===== src/rtl/adc_scan_sequencer_if.sv =====
// Conversion handshake between the scan sequencer and the ADC front-end.
//   conv_req  : sequencer -> front-end, held high until ack or timeout
//   conv_ch   : sequencer -> front-end, channel for the pending request
//   conv_ack  : front-end -> sequencer, one-cycle completion strobe
//   conv_data : front-end -> sequencer, result qualified by conv_ack
interface adc_scan_sequencer_if #(
    parameter int unsigned DATA_W = 24,
    parameter int unsigned CH_W   = 3
) ();
    logic              conv_req;
    logic [CH_W-1:0]   conv_ch;
    logic              conv_ack;
    logic [DATA_W-1:0] conv_data;

    modport master (
        output conv_req,
        output conv_ch,
        input  conv_ack,
        input  conv_data
    );

    modport slave (
        input  conv_req,
        input  conv_ch,
        output conv_ack,
        output conv_data
    );
endinterface


===== src/rtl/adc_scan_sequencer.sv =====
// Scans the external ADC front-end one channel at a time, single-shot or
// continuous with an inter-frame gap, with a per-conversion timeout.
//   wb_clk_i, wb_rst_i : clock, synchronous active-high reset
//   enable, start      : run gate and one-cycle start pulse
//   num_ch             : channels per frame (0 or > N_CH means N_CH)
//   continuous, period : re-scan mode and gap length in cycles
//   err_clr            : clears the sticky timeout flag
//   conv               : front-end request/acknowledge handshake (master)
//   sample_*           : per-channel result strobe, channel and data
//   frame_done/count   : end-of-frame pulse and wrapping frame counter
//   busy, timeout_err  : not-idle status and sticky timeout flag
module adc_scan_sequencer #(
    parameter int unsigned N_CH     = 8,
    parameter int unsigned DATA_W   = 24,
    parameter int unsigned PERIOD_W = 16,
    parameter int unsigned TIMEOUT  = 255
) (
    input  logic                wb_clk_i,
    input  logic                wb_rst_i,
    input  logic                enable,
    input  logic                start,
    input  logic [3:0]          num_ch,
    input  logic                continuous,
    input  logic [PERIOD_W-1:0] period,
    input  logic                err_clr,
    adc_scan_sequencer_if.master conv,
    output logic                sample_valid,
    output logic [2:0]          sample_ch,
    output logic [DATA_W-1:0]   sample_data,
    output logic                frame_done,
    output logic [15:0]         frame_count,
    output logic                busy,
    output logic                timeout_err
);
    localparam int unsigned CH_W  = 3;
    localparam int unsigned CNT_W = 4;
    localparam int unsigned FC_W  = 16;
    localparam int unsigned TO_W  = (TIMEOUT > 1) ? $clog2(TIMEOUT) : 1;

    typedef enum logic [1:0] {
        IDLE  = 2'd0,
        CONV  = 2'd1,
        STORE = 2'd2,
        GAP   = 2'd3
    } state_t;

    state_t              state;
    logic [CNT_W-1:0]    eff_ch;
    logic [CH_W-1:0]     ch;
    logic [TO_W-1:0]     tcnt;
    logic [PERIOD_W-1:0] gap_cnt;
    logic                last_ch_c;

    // Out-of-range channel counts fall back to a full scan.
    function automatic logic [CNT_W-1:0] eff_of(input logic [3:0] n);
        if (n == 4'd0 || 32'(n) > N_CH) return CNT_W'(N_CH);
        return CNT_W'(n);
    endfunction

    assign last_ch_c = (CNT_W'(ch) == eff_ch - CNT_W'(1));

    // Scan FSM; every output is a register updated alongside the state.
    always_ff @(posedge wb_clk_i) begin
        if (wb_rst_i) begin
            state          <= IDLE;
            eff_ch         <= '0;
            ch             <= '0;
            tcnt           <= '0;
            gap_cnt        <= '0;
            conv.conv_req  <= 1'b0;
            conv.conv_ch   <= '0;
            sample_valid   <= 1'b0;
            sample_ch      <= '0;
            sample_data    <= '0;
            frame_done     <= 1'b0;
            frame_count    <= '0;
            busy           <= 1'b0;
            timeout_err    <= 1'b0;
        end else begin
            sample_valid <= 1'b0;
            frame_done   <= 1'b0;
            // A timeout later in this block overrides the clear.
            if (err_clr) timeout_err <= 1'b0;

            case (state)
                IDLE: begin
                    if (start && enable) begin
                        state         <= CONV;
                        eff_ch        <= eff_of(num_ch);
                        ch            <= '0;
                        tcnt          <= '0;
                        conv.conv_req <= 1'b1;
                        conv.conv_ch  <= '0;
                        busy          <= 1'b1;
                    end
                end

                CONV: begin
                    // Ack wins over an expiring timeout in the same cycle.
                    if (conv.conv_ack || tcnt == TO_W'(TIMEOUT - 1)) begin
                        state         <= STORE;
                        conv.conv_req <= 1'b0;
                        sample_ch     <= ch;
                        if (conv.conv_ack) begin
                            sample_valid <= 1'b1;
                            sample_data  <= conv.conv_data;
                        end else begin
                            timeout_err  <= 1'b1;
                        end
                        if (last_ch_c) begin
                            frame_done  <= 1'b1;
                            frame_count <= frame_count + FC_W'(1);
                        end
                    end else begin
                        tcnt <= tcnt + TO_W'(1);
                    end
                end

                STORE: begin
                    tcnt <= '0;
                    if (last_ch_c) begin
                        if (continuous && enable && period != '0) begin
                            state   <= GAP;
                            gap_cnt <= period;
                        end else if (continuous && enable) begin
                            state         <= CONV;
                            eff_ch        <= eff_of(num_ch);
                            ch            <= '0;
                            conv.conv_req <= 1'b1;
                            conv.conv_ch  <= '0;
                        end else begin
                            state <= IDLE;
                            busy  <= 1'b0;
                        end
                    end else if (enable) begin
                        state         <= CONV;
                        ch            <= ch + CH_W'(1);
                        conv.conv_req <= 1'b1;
                        conv.conv_ch  <= ch + CH_W'(1);
                    end else begin
                        // Aborted frame: no frame_done, count untouched.
                        state <= IDLE;
                        busy  <= 1'b0;
                    end
                end

                GAP: begin
                    if (!enable) begin
                        state <= IDLE;
                        busy  <= 1'b0;
                    end else if (gap_cnt == PERIOD_W'(1)) begin
                        state         <= CONV;
                        eff_ch        <= eff_of(num_ch);
                        ch            <= '0;
                        tcnt          <= '0;
                        conv.conv_req <= 1'b1;
                        conv.conv_ch  <= '0;
                    end else begin
                        gap_cnt <= gap_cnt - PERIOD_W'(1);
                    end
                end

                default: begin
                    state         <= IDLE;
                    conv.conv_req <= 1'b0;
                    busy          <= 1'b0;
                end
            endcase
        end
    end
endmodule


===== src/flat_wrapper.sv =====
// flat-port wrapper written by rule: the top's interface ports become plain ports
module adc_scan_sequencer_flat 
#(
    parameter int unsigned N_CH     = 8,
    parameter int unsigned DATA_W   = 24,
    parameter int unsigned PERIOD_W = 16,
    parameter int unsigned TIMEOUT  = 255
)
  (wb_clk_i, wb_rst_i, enable, start, num_ch, continuous, period, err_clr, sample_valid, sample_ch, sample_data, frame_done, frame_count, busy, timeout_err, conv_conv_req, conv_conv_ch, conv_conv_ack, conv_conv_data);
  adc_scan_sequencer_if #(.DATA_W(DATA_W), .CH_W(3)) conv_i ();
  input  logic wb_clk_i;
  input  logic wb_rst_i;
  input  logic enable;
  input  logic start;
  input  logic [3:0] num_ch;
  input  logic continuous;
  input  logic [PERIOD_W-1:0] period;
  input  logic err_clr;
  output logic sample_valid;
  output logic [2:0] sample_ch;
  output logic [DATA_W-1:0] sample_data;
  output logic frame_done;
  output logic [15:0] frame_count;
  output logic busy;
  output logic timeout_err;
  output wire logic [$bits(conv_i.conv_req)-1:0] conv_conv_req;
  output wire logic [$bits(conv_i.conv_ch)-1:0] conv_conv_ch;
  input wire logic [$bits(conv_i.conv_ack)-1:0] conv_conv_ack;
  input wire logic [$bits(conv_i.conv_data)-1:0] conv_conv_data;
  assign conv_conv_req = conv_i.conv_req;
  assign conv_conv_ch = conv_i.conv_ch;
  assign conv_i.conv_ack = conv_conv_ack;
  assign conv_i.conv_data = conv_conv_data;
  adc_scan_sequencer #(.N_CH(N_CH), .DATA_W(DATA_W), .PERIOD_W(PERIOD_W), .TIMEOUT(TIMEOUT)) u_core (.wb_clk_i(wb_clk_i), .wb_rst_i(wb_rst_i), .enable(enable), .start(start), .num_ch(num_ch), .continuous(continuous), .period(period), .err_clr(err_clr), .conv(conv_i), .sample_valid(sample_valid), .sample_ch(sample_ch), .sample_data(sample_data), .frame_done(frame_done), .frame_count(frame_count), .busy(busy), .timeout_err(timeout_err));
endmodule

===== config.mk =====
export PLATFORM = sky130hd
export DESIGN_NAME = adc_scan_sequencer_flat
export DESIGN_NICKNAME = d
export VERILOG_FILES = /design/src/rtl/adc_scan_sequencer_if.sv /design/src/rtl/adc_scan_sequencer.sv /design/src/flat_wrapper.sv
export SDC_FILE = /design/constraint.sdc
export NUM_CORES = 1
export LEC_CHECK = 0
export ABC_AREA = 1
export BUFFER_PORTS_ARGS = -buffer_cell sky130_fd_sc_hd__buf_2
export CORE_MARGIN = 2
export CORE_UTILIZATION = 35
export CTS_CLUSTER_DIAMETER = 120
export DETAILED_ROUTE_END_ITERATION = 12
export GPL_TIMING_DRIVEN = 1
export MAX_ROUTING_LAYER = met4
export PLACE_DENSITY_LB_ADDON = 0.15
export REMOVE_ABC_BUFFERS = 1
export SYNTH_ARGS = -nofsm -noshare
export SYNTH_HDL_FRONTEND = slang
export SYNTH_SLANG_ARGS = --single-unit

===== constraint.sdc =====
create_clock -name wb_clk_i -period 2.2 [get_ports wb_clk_i]
set_input_delay 0 -clock wb_clk_i [delete_from_list [all_inputs] [get_ports wb_clk_i]]
set_output_delay 0 -clock wb_clk_i [all_outputs]
set_load 0.05 [all_outputs]

==> run summary <==
root buf cell: clkbuf_16
Final Hold Fails: 0
worst rel slew slack: 25.30%
DR vias: 4678
Crit Path Max Fanout: 8
worst skew pair latency: 0.35 ns
Hold WC Path Type: input pin to register
synthesized area per cell: 6.534 µm²
Post-Synth XOR/XNOR Area: 2.760%
clk sinks: 81
stages on the worst setup path: 12
gpl congestion: 0.8409
number of synthesized flops with an enable pin: 0
via count of the first global-routing pass: 4281
Port-buffer cells: 101
buffers plus inverters on the worst setup path: 3
Gate Count Post-Synth: 680
max-cap violations: 0
Post-Layout Cell Count: 984
grt ovf: 0
TritonCTS clock tree: built
Worst EP arrival: 2.27 ns
largest family of logic cells by synthesized area: simple AND/OR/NAND/NOR gates
final core utilization: 45.59%
Residual DRC: 0
leading cell type in the layout, fill and taps excluded: nand2_1
placed inst area: 5099 µm²
first-pass GRT wire length: 20130 µm
placed insts: 938
Post-synth ARST share: 0%
clk_skew: 0.003961 ns
WHS Path Cells: 5
layout cells sized above 1: 20.32%
Post-Syn Area: 4443 µm²
simple-gate portion of the synthesized area: 36.67%
Total Wirelength: 12480 µm
synth warn: 0
largest net degree at the start of global routing: 48
Final Setup Violations: 0
# H-tree levels: 3
Synth Area in Compound Gates: 13.83%
boundary pin count: 102
CTS max path bufs: 2
multi-input logic area: 2471 µm²
CP Cell Sequence: inv_2 > ha_1 > nand2_1 > inv_1 > nor2_2 > nand3_2 > nor2_4 > nor2_2 > nor2_4 > buf_4 > o21ai_0 > nor2_1
crit start category: register
sequential fraction of the synthesis area: 36.50%
post-synthesis register bit count: 81
CP delay by family, top: simple AND/OR/NAND/NOR gates
Setup WS pre-CTS: 0.08468 ns
worst vdd ir: 0.2775 mV
# fillers: 1352
worst-case hold slack: 0.01017 ns
post-DR vias/cell: 4.754
part of the cycle the worst path needs: 90.62%
TritonCTS buffer count: 9
DP HPWL: 8664 µm
status: complete, no violations
maximum clock rate: 501.6 MHz
die height: 116.7 µm
final instance area: 5707 µm²
post-layout min period: 1.994 ns
synthesized-area fraction occupied by adder cells: 1.971%
DR pass1 iterations: 4
initial antenna violation count: 0
most frequent cells in the layout: nand2_1, nor2_1, buf_2
Storage cell area: 1622 µm²
CP max-delay cell: dfxtp_1
initial drt markers: 313
fin nets: 866
antenna cells: 0
kind of end point of the critical path: register
Cell Pwr Density: 651.4 nW/µm²
die area: 13610 µm²
P&R area growth vs syn: 28.44%
count of cell types in the netlist: 40
Final WS setup: 0.2063 ns
Tightest Pin Transition: 1.119 ns
ys flop type: dfxtp_1
Tot GR Track Use: 19.29%
worst path required time: 2.48 ns
Slew Viols, Final: 0
Reg clk slew, reported paths: 0.06 ns
WL/cell: 12.68 µm
die width: 116.7 µm
Core Area: 12520 µm²
mux contribution to synthesized area: 0%
CP peak stage delay: 0.36 ns
r2r worst-path depth: 12
Leakage: 0.002594 µW
Crit Path Class: register to register
initial core utilization: 35.50%
Final ANT Viol Nets: 0
std cell rows: 41
power breakdown:
group | switching (µW) | internal (µW)
combinational | 449 | 231
sequential | 40.0 | 1520
clock | 606 | 872
total | 1090 | 2620
metrics by stage:
| stage | power, µW | setup TNS, ns |
|---|---|---|
| 2_1_floorplan | 2014 | -0.01007 |
| 3_3_place_gp | 2209 | 0 |
| 3_5_place_dp | 2220 | 0 |
| 4_1_cts | 3766 | 0 |
| 5_1_grt | 3924 | -0.0003215 |
| 6_report | 3717 | 0 |
flip-flops by register name, indices dropped and copies added (netlist names):
| register | flops |
|---|---|
| u_core.timeout_err | 1 |
| u_core.conv.conv_req | 1 |
| u_core.busy | 1 |
| u_core.tcnt | 8 |
| u_core.sample_ch | 3 |
| u_core.sample_data | 24 |
| u_core.state | 2 |
| u_core.frame_count | 16 |
| u_core.gap_cnt | 16 |
| u_core.frame_done | 1 |
| u_core.sample_valid | 1 |
| u_core.eff_ch | 4 |
| u_core.conv.conv_ch | 3 |
area by class of cell:
cell class / count / share of cell area, %
Tap cell: 172 / 3.771
Inverter: 62 / 4.122
Timing Repair Buffer: 141 / 15.37
Clock inverter: 5 / 1.009
Sequential cell: 81 / 28.41
Multi-Input combinational cell: 513 / 43.30
Clock buffer: 10 / 4.012
layer usage:
layer	global-route usage (%)	vias up	wire [µm]
li1	-	2447	-
met1	23.61	2145	5724
met2	31.74	70	6110
met3	2.958	16	411
met4	8.078	0	231
met5	-	-	0
synth_stat cells (2+ instances only):
cell type / n / area (µm²)
a21oi_1: 55 / 275.3
or2_2: 2 / 12.51
nand4_1: 9 / 56.30
nand3_1: 58 / 290.3
clkbuf_1: 16 / 60.06
a21oi_2: 7 / 61.31
nor3b_1: 2 / 15.01
o22ai_1: 2 / 12.51
nor2_4: 3 / 33.78
xnor2_1: 4 / 35.03
o21bai_1: 3 / 22.52
nor2_1: 109 / 409.1
buf_6: 4 / 45.04
dfxtp_1: 81 / 1622
nor3_1: 6 / 30.03
nand2_2: 6 / 37.54
inv_2: 3 / 11.26
nor2_2: 4 / 25.02
buf_2: 2 / 10.01
ha_1: 7 / 87.58
o21ai_0: 36 / 180.2
xor2_1: 10 / 87.58
inv_1: 57 / 214.0
nand2_1: 177 / 664.4
nand3_2: 2 / 20.02
cell families after synthesis:
kind of cell / after synthesis
AOI/OAI and AO/OA: 110
xor gates and xnor gates: 14
adders and majority gates: 7
buffers and inverters: 86
DFF: 81
and+or+nand+nor: 382
timing repair:
| action | CTS | global route |
|---|---|---|
| buffers inserted | 0 | 1 |
| setup endpoints to repair | 0 | 26 |
| hold buffers | 28 | 0 |
| resized for setup | 0 | 8 |
| endpoints found under the hold margin | 28 | 0 |
worst reg2reg max path, delay by kind of cell, from the launching register on:
kind	cells	cell delay, ns
buffers and inverters	3	0.32
adders and majority gates	1	0.32
and+or+nand+nor	7	0.85
AOI/OAI and AO/OA	1	0.09
DFF	1	0.36
worst paths after layout:
check | from | endpoint | slack [ns]
worst min-delay path | period[3] | u_core.gap_cnt[3] | 0.01
worst max register to register | u_core.eff_ch[0] | u_core.gap_cnt[0] | 0.21
worst min register to register | u_core.conv.conv_req | u_core.conv.conv_req | 0.45
worst max-delay path | u_core.eff_ch[0] | u_core.gap_cnt[0] | 0.21
Note: power is estimated with default switching activity, not from simulation.
